### src/rtl/pearson_hash.sv
// Sequential 8-bit Pearson hash of a 5-byte key, one byte per clock.
// Optional macro PEARSON_KEY_ECHO_EN adds key_out, the key that produced the current hash.
module pearson_hash (
    input  logic        clk,
    input  logic        rst_n,
    input  logic        in_valid,
    output logic        in_ready,
    input  logic [39:0] key,
    output logic        out_valid,
    output logic [7:0]  hash
`ifdef PEARSON_KEY_ECHO_EN
    ,
    output logic [39:0] key_out
`endif
);

    localparam int unsigned KEY_W  = 40;
    localparam int unsigned HASH_W = 8;
    localparam int unsigned IDX_W  = 3;

    typedef enum logic {
        IDLE = 1'b0,
        RUN  = 1'b1
    } state_t;

    state_t              state, state_n;
    logic [IDX_W-1:0]    idx, idx_n;
    logic [HASH_W-1:0]   h, h_n;
    logic [KEY_W-1:0]    key_reg, key_reg_n;
    logic [HASH_W-1:0]   hash_n;
    logic                out_valid_n;
    logic                ready_n;
    logic [HASH_W-1:0]   cur_byte;
    logic [HASH_W-1:0]   step;
`ifdef PEARSON_KEY_ECHO_EN
    logic [KEY_W-1:0]    key_out_n;
`endif

    // Permutation: T[x] = ((x ^ A5) * 29 + 101) mod 256; 8-bit arithmetic wraps naturally.
    function automatic logic [HASH_W-1:0] perm(input logic [HASH_W-1:0] x);
        logic [HASH_W-1:0] t;
        t = x ^ 8'hA5;
        return t * 8'd29 + 8'd101;
    endfunction

    // Byte idx of the registered key; idx 4 is the most significant byte.
    assign cur_byte = HASH_W'(key_reg >> {idx, 3'b000});
    assign step     = perm(h ^ cur_byte);

    always_ff @(posedge clk or negedge rst_n) begin
        if (!rst_n) begin
            state     <= IDLE;
            idx       <= '0;
            h         <= '0;
            key_reg   <= '0;
            hash      <= '0;
            out_valid <= 1'b0;
            in_ready  <= 1'b1;
`ifdef PEARSON_KEY_ECHO_EN
            key_out   <= '0;
`endif
        end else begin
            state     <= state_n;
            idx       <= idx_n;
            h         <= h_n;
            key_reg   <= key_reg_n;
            hash      <= hash_n;
            out_valid <= out_valid_n;
            in_ready  <= ready_n;
`ifdef PEARSON_KEY_ECHO_EN
            key_out   <= key_out_n;
`endif
        end
    end

    always_comb begin
        state_n     = state;
        idx_n       = idx;
        h_n         = h;
        key_reg_n   = key_reg;
        hash_n      = hash;
        out_valid_n = 1'b0;
`ifdef PEARSON_KEY_ECHO_EN
        key_out_n   = key_out;
`endif
        case (state)
            IDLE: begin
                if (in_valid) begin
                    key_reg_n = key;
                    h_n       = '0;
                    idx_n     = IDX_W'(4);
                    state_n   = RUN;
                end
            end
            RUN: begin
                h_n = step;
                if (idx == '0) begin
                    hash_n      = step;
                    out_valid_n = 1'b1;
                    state_n     = IDLE;
`ifdef PEARSON_KEY_ECHO_EN
                    key_out_n   = key_reg;
`endif
                end else begin
                    idx_n = idx - IDX_W'(1);
                end
            end
            default: state_n = IDLE;
        endcase
        // in_ready is a registered copy of (state == IDLE).
        ready_n = (state_n == IDLE);
    end

endmodule

### config.mk
export PLATFORM = sky130hd
export DESIGN_NAME = pearson_hash
export DESIGN_NICKNAME = d
export VERILOG_FILES = /design/src/rtl/pearson_hash.sv
export SDC_FILE = /design/constraint.sdc
export NUM_CORES = 1
export LEC_CHECK = 0
export ABC_AREA = 1
export BUFFER_PORTS_ARGS = -buffer_cell sky130_fd_sc_hd__buf_2
export CORE_ASPECT_RATIO = 1.2
export CORE_UTILIZATION = 59
export CTS_BUF_LIST = sky130_fd_sc_hd__clkbuf_4 sky130_fd_sc_hd__clkbuf_8
export CTS_CLUSTER_SIZE = 30
export DETAILED_ROUTE_END_ITERATION = 10
export GPL_TIMING_DRIVEN = 0
export PLACE_DENSITY = 0.79
export SLEW_MARGIN = 20
export SYNTH_ARGS = -nofsm -noshare
export SYNTH_HDL_FRONTEND = slang
export SYNTH_SLANG_ARGS = --single-unit
### constraint.sdc
create_clock -name clk -period 4.5 [get_ports clk]
set_input_delay 0 -clock clk [delete_from_list [all_inputs] [get_ports clk]]
set_output_delay 0 -clock clk [all_outputs]
set_load 0.01 [all_outputs]
Word-level counts from Yosys, hierarchy flattened
Cells that the tools add are included.
W data, S select, Z words.
- shifts and indexed selects: 1
- equality and inequality tests: 2
- reductions and logical operators: 4
- multiply operators: 1
- add/sub/neg operators: 2
- bitwise gates (word level): 4
- mux-type cells: 10
- operator list (kind ; count):
    $shr A40 B6 Y8 ; 1
    $pmux W8 S2 ; 1
    $add A8 B7 Y8 const B ; 1
    $mul A8 B5 Y8 const B ; 1
    $mux W8 ; 1
    $xor A8 B8 Y8 ; 1
    $mux W3 ; 2
    $pmux W3 S2 ; 1
    $reduce_and A2 Y1 ; 3
    $mux W1 ; 4
    $ne A2 B2 Y1 const B ; 2
    $not A4 Y4 ; 1
    $logic_not A3 Y1 ; 1
    $sub A3 B1 Y3 const B ; 1
    $not A1 Y1 ; 2
    $pmux W1 S2 ; 1
- word-level logic and storage cells: 31
- register bits after elaboration: 62
- input bits: 43
- output and inout bits: 10

Logic depth before layout (Yosys ltp)
- depth after elaboration: 6
- depth in mapped cells: 33
- depth with buffers taken out: 32

Worst setup path before layout
OpenSTA, ideal clock, no wires.
- path type: reg-to-reg
- start: reg idx[1]
- end: reg h[7]
- required time: 4.383 ns
- clock period less this slack: 4.146 ns
- path slack: 0.354 ns
- cell stages (with the launch flop): 26
- setup time: 0.117 ns
- arrival time: 4.029 ns
- buffers on the path: 1
- cells stage by stage: dfrtp_1 inv_2 buf_4 a21oi_1 o21ai_0 a32o_1 xor2_1 inv_1 ha_1 xor2_1 ha_1 or2_2 fa_1 ha_1 nand2_1 nor2_1 a211oi_1 nand3_1 nand2_1 nand3_1 nand2_1 inv_1 nand2_1 nand2_1 nand2_1 nand2_1
- cells in the longest elaborated chain, start to end: 6
- RTL lines (element ; RTL line ; source):
    start: declaration ; 27 ; logic [IDX_W-1:0] idx, idx_n;
    start signal: assignment ; 64 ; idx <= idx_n;
    $shr A40 B6 Y8 (*) ; 47 ; assign cur_byte = HASH_W'(key_reg >> {idx, 3'b000});
    $xor A8 B8 Y8 (*) ; 48 ; assign step = perm(h ^ cur_byte);
    $not A4 Y4 (no source line) ; -- ;
    $mul A8 B5 Y8 (*) ; 43 ; return t * 8'd29 + 8'd101;
    $add A8 B7 Y8 (*) ; 43 ;
    $pmux W8 S2 (*) ; 86 ; case (state)
    end signal: assignment ; 65 ; h <= h_n;
    end: declaration ; 28 ; logic [HASH_W-1:0] h, h_n;
Every way passes the cells marked *; elsewhere a longest branch is shown, timed or not.
A chain may end at the register's enable or synchronous reset.

Final worst setup path
- start: reg idx[0]
- end: reg hash[7]
- cells in the longest elaborated chain, start to end: 5
- elaborated cells between the ends (all ways): 7
- classes of those cells: 1 x add/sub; 1 x mul; 1 x shift; 2 x bitwise; 2 x reduce/logical
- RTL lines (element ; RTL line ; source):
    $shr A40 B6 Y8 ; 47 ;
    $xor A8 B8 Y8 ; 48 ;
    $not A4 Y4 (no source line) ; -- ;
    $mul A8 B5 Y8 ; 43 ;
    $add A8 B7 Y8 ; 43 ;
    end signal: assignment ; 67 ; hash <= hash_n;
    end: declaration ; 10 ; output logic [7:0] hash
Several ways; a longest one is shown, not always the timed one.

==> qor.csv <==
stage,metric,value,unit
logic_synthesis,"Seq/Total Area, Yosys",46.0,%
global_route,initial antenna violation count,0,
sta,period utilization,97.0,%
floorplan,DIE WIDTH,71.1,µm
global_route,total gr overflow,0,
floorplan,Die Ht,84.9,µm
clocking,CTS tree,done,
logic_synthesis,post-synth top area share,45.2,%
drt,initial DRC count,146,
cells_and_area,# diodes,0,
floorplan,row cnt,29,
drt,routed vias,3043,
critical_path,WP data arrival,4.60,ns
global_route,largest net degree at the start of global routing,63,
logic_synthesis,top post-synthesis cells by area,"dfrtp_1, mux2_2, nand2_1",
critical_path,cells on worst reg2reg path,26,
logic_synthesis,ys async rst share,100,%
logic_synthesis,Post-Syn Nets,416,
cells_and_area,Syn-to-layout area delta,34.7,%
logic_synthesis,cells after synthesis,351,
drt,Pre-antenna DRT Iters,10,
cells_and_area,"commonest non-fill, non-tap cells in the layout","nand2_1, dfrtp_1, buf_2",
critical_path,Setup crit end kind,flop,
drt,Via-to-Cell Ratio,5.68,
critical_path,FF-to-FF End,hash[7],
logic_synthesis,Netlist cell types,30,
status,status,"complete, but fails checks",
cells_and_area,Layout fillers,278,
sta,crit path time final,4.36,ns
logic_synthesis,"EDFF count, synth",0,
clocking,CTS sink count,62,
global_route,vias in the first global route,3048,
placed_design,I/O Buffers,52,
critical_path,Crit Path Max Fanout,6,
cells_and_area,share of cells above drive strength 1,35.4,%
placed_design,post-placement cell count,465,
cells_and_area,max reg flops,40,
sta,Least-Margin Pin Slew,0.783,ns
global_route,gr usage total,31.4,%
status,failing checks,design-rule violations,
clocking,Clock Pin Slew Worst Setup and Hold Paths,0.08,ns
sta,Final Max Tran Viols,0,
drt,Post-Route WL,9.51,mm
logic_synthesis,Synth Flop Type,dfrtp_1,
clocking,CTS H-tree depth,3,
cells_and_area,Final nets,534,
logic_synthesis,Mapped Area,3380,µm²
cells_and_area,Non-Filler Instances,536,
floorplan,core footprint,5410,µm²
sta,fmax,229,MHz
drt,Routed WL per cell,17.7,µm
clocking,worst-skew pair later-pin latency,0.35,ns
critical_path,Worst R2R Start,idx[0],
logic_synthesis,Syn Area/Cell,9.62,µm²
floorplan,Die Area,6030,µm²
critical_path,Setup crit start kind,flop,
drt,drc violations,3,
cells_and_area,"commonest non-fill, non-tap cell in the layout",nand2_1,
critical_path,Setup CP Type,reg -> reg,
critical_path,FF-to-FF setup slack,0.14,ns
sta,Worst slew margin,47.8,%
floorplan,IO Pins,53,
global_route,first-pass GRT wire length,14.1,mm
floorplan,initial core utilization,62.5,%
sta,Final setup viols,0,
placed_design,Post-DP HPWL,5.02,mm
placed_design,GP Congestion,0.821,
sta,Hold Fails Final Rpt,0,
clocking,total CTS buffers,9,
clocking,CTS root buffer,clkbuf_8,
logic_synthesis,synth warn,0,
clocking,clock buffer depth,2,
critical_path,Critical Path RT,4.73,ns
flow_run,maxcap violations,0,
logic_synthesis,number of synthesized register bits,62,
sta,clock skew,0.0127,ns
hold_path,Tightest Hold Check Type,in -> async,
logic_synthesis,largest area contributor in the netlist,dfrtp_1,
drt,"antenna viol nets, final",0,
metal layers:
| layer | wire length, µm | up-vias | track usage, % |
|---|---|---|---|
| li1 | - | 1384 | - |
| met2 | 5110 | 148 | 55.4 |
| met3 | 534 | 40 | 6.89 |
| met5 | 0 | - | 0 |
| met4 | 415 | 0 | 17.6 |
| met1 | 3450 | 1471 | 34.9 |
Yosys cell counts (6+ instances only):
| library cell | instances |
|---|---|
| a21oi_1 | 9 |
| dfrtp_1 | 61 |
| ha_1 | 18 |
| inv_1 | 40 |
| mux2_2 | 36 |
| nand2_1 | 80 |
| nand2_2 | 9 |
| nand3_1 | 25 |
| nand3_2 | 6 |
| nor2_1 | 10 |
| o21ai_0 | 12 |
| o22ai_1 | 7 |
| xor2_1 | 8 |
cell type report:
class,instances,area [µm²],share of cell area [%]
inverters,45,171,3.77
multi-input cells,235,1710,37.6
well taps,62,77.6,1.71
flip-flops and latches,62,1560,34.2
clock inverters,4,22.5,0.495
clock buffers,12,159,3.49
repair buffers,107,778,17.1
plain buffers,9,76.3,1.68
cell families after synthesis:
group                      count (synthesis)  share of synthesized area [%]
xor gates and xnor gates                   8                           2.07
adders and majority gates                 22                           9.04
and+or+nand+nor                          135                           18.4
muxes                                     36                           12.0
AOI/OAI and AO/OA                         34                           5.74
DFF                                       62                           46.0
buffers and inverters                     54                           6.74
metrics by stage:
step / utilization [%] / hold slack [ns] / setup TNS (ns) / instance area, µm² / worst slack, ns
final: 84.1 / 0.272 / 0 / 4550 / 0.136
after floorplan: - / -0.296 / 0 / 3380 / 0.354
after detailed placement: 68.8 / 0.124 / -0.507 / 3720 / -0.255
after global placement: 68.7 / 0.232 / -0.231 / 3710 / -0.121
after CTS: 80.3 / 0.303 / 0 / 4340 / 0.00477
after global routing: 84.1 / 0.367 / -0.177 / 4550 / -0.0940
critical path: stages (launching register included):
cell and delay, ns:
dfrtp_2 0.49, buf_6 0.17, clkbuf_2 0.15, a21oi_1 0.18, o21ai_0 0.13, a32o_1 0.26, xor2_1 0.18, ha_1 0.29
inv_1 0.05, fa_1 0.47, inv_1 0.05, fa_1 0.58, ha_4 0.22, nand2_1 0.07, nor2_1 0.05, a211oi_2 0.23
nand2_1 0.07, nand2_1 0.06, nand2_1 0.06, inv_1 0.06, nand2_1 0.06, nand2_2 0.07, inv_1 0.04, nand2_1 0.06
nand2_2 0.08, nand2_1 0.07, nand2_1 0.04
worst max path at each step:
| stage | from | endpoint | slack, ns | cells after the start |
|---|---|---|---|---|
| after floorplan | idx[1] | h[7] | 0.35 | 25 |
| after global placement | idx[1] | hash[7] | -0.12 | 25 |
| after detailed placement | idx[1] | h[7] | -0.25 | 27 |
| after CTS | idx[0] | hash[7] | 0.005 | 29 |
| after global routing | idx[0] | hash[7] | -0.09 | 32 |
| final | idx[0] | hash[7] | 0.14 | 26 |
timing repair:
action	CTS	global route
setup endpoints to repair	2	2
hold buffers	42	0
buffers inserted	1	12
hold endpoints to repair	102	0
resized for setup	4	26
pin swaps	0	12
Power is not shown: default switching activity piles up to over one toggle a cycle in this logic, so the estimate is an artifact.
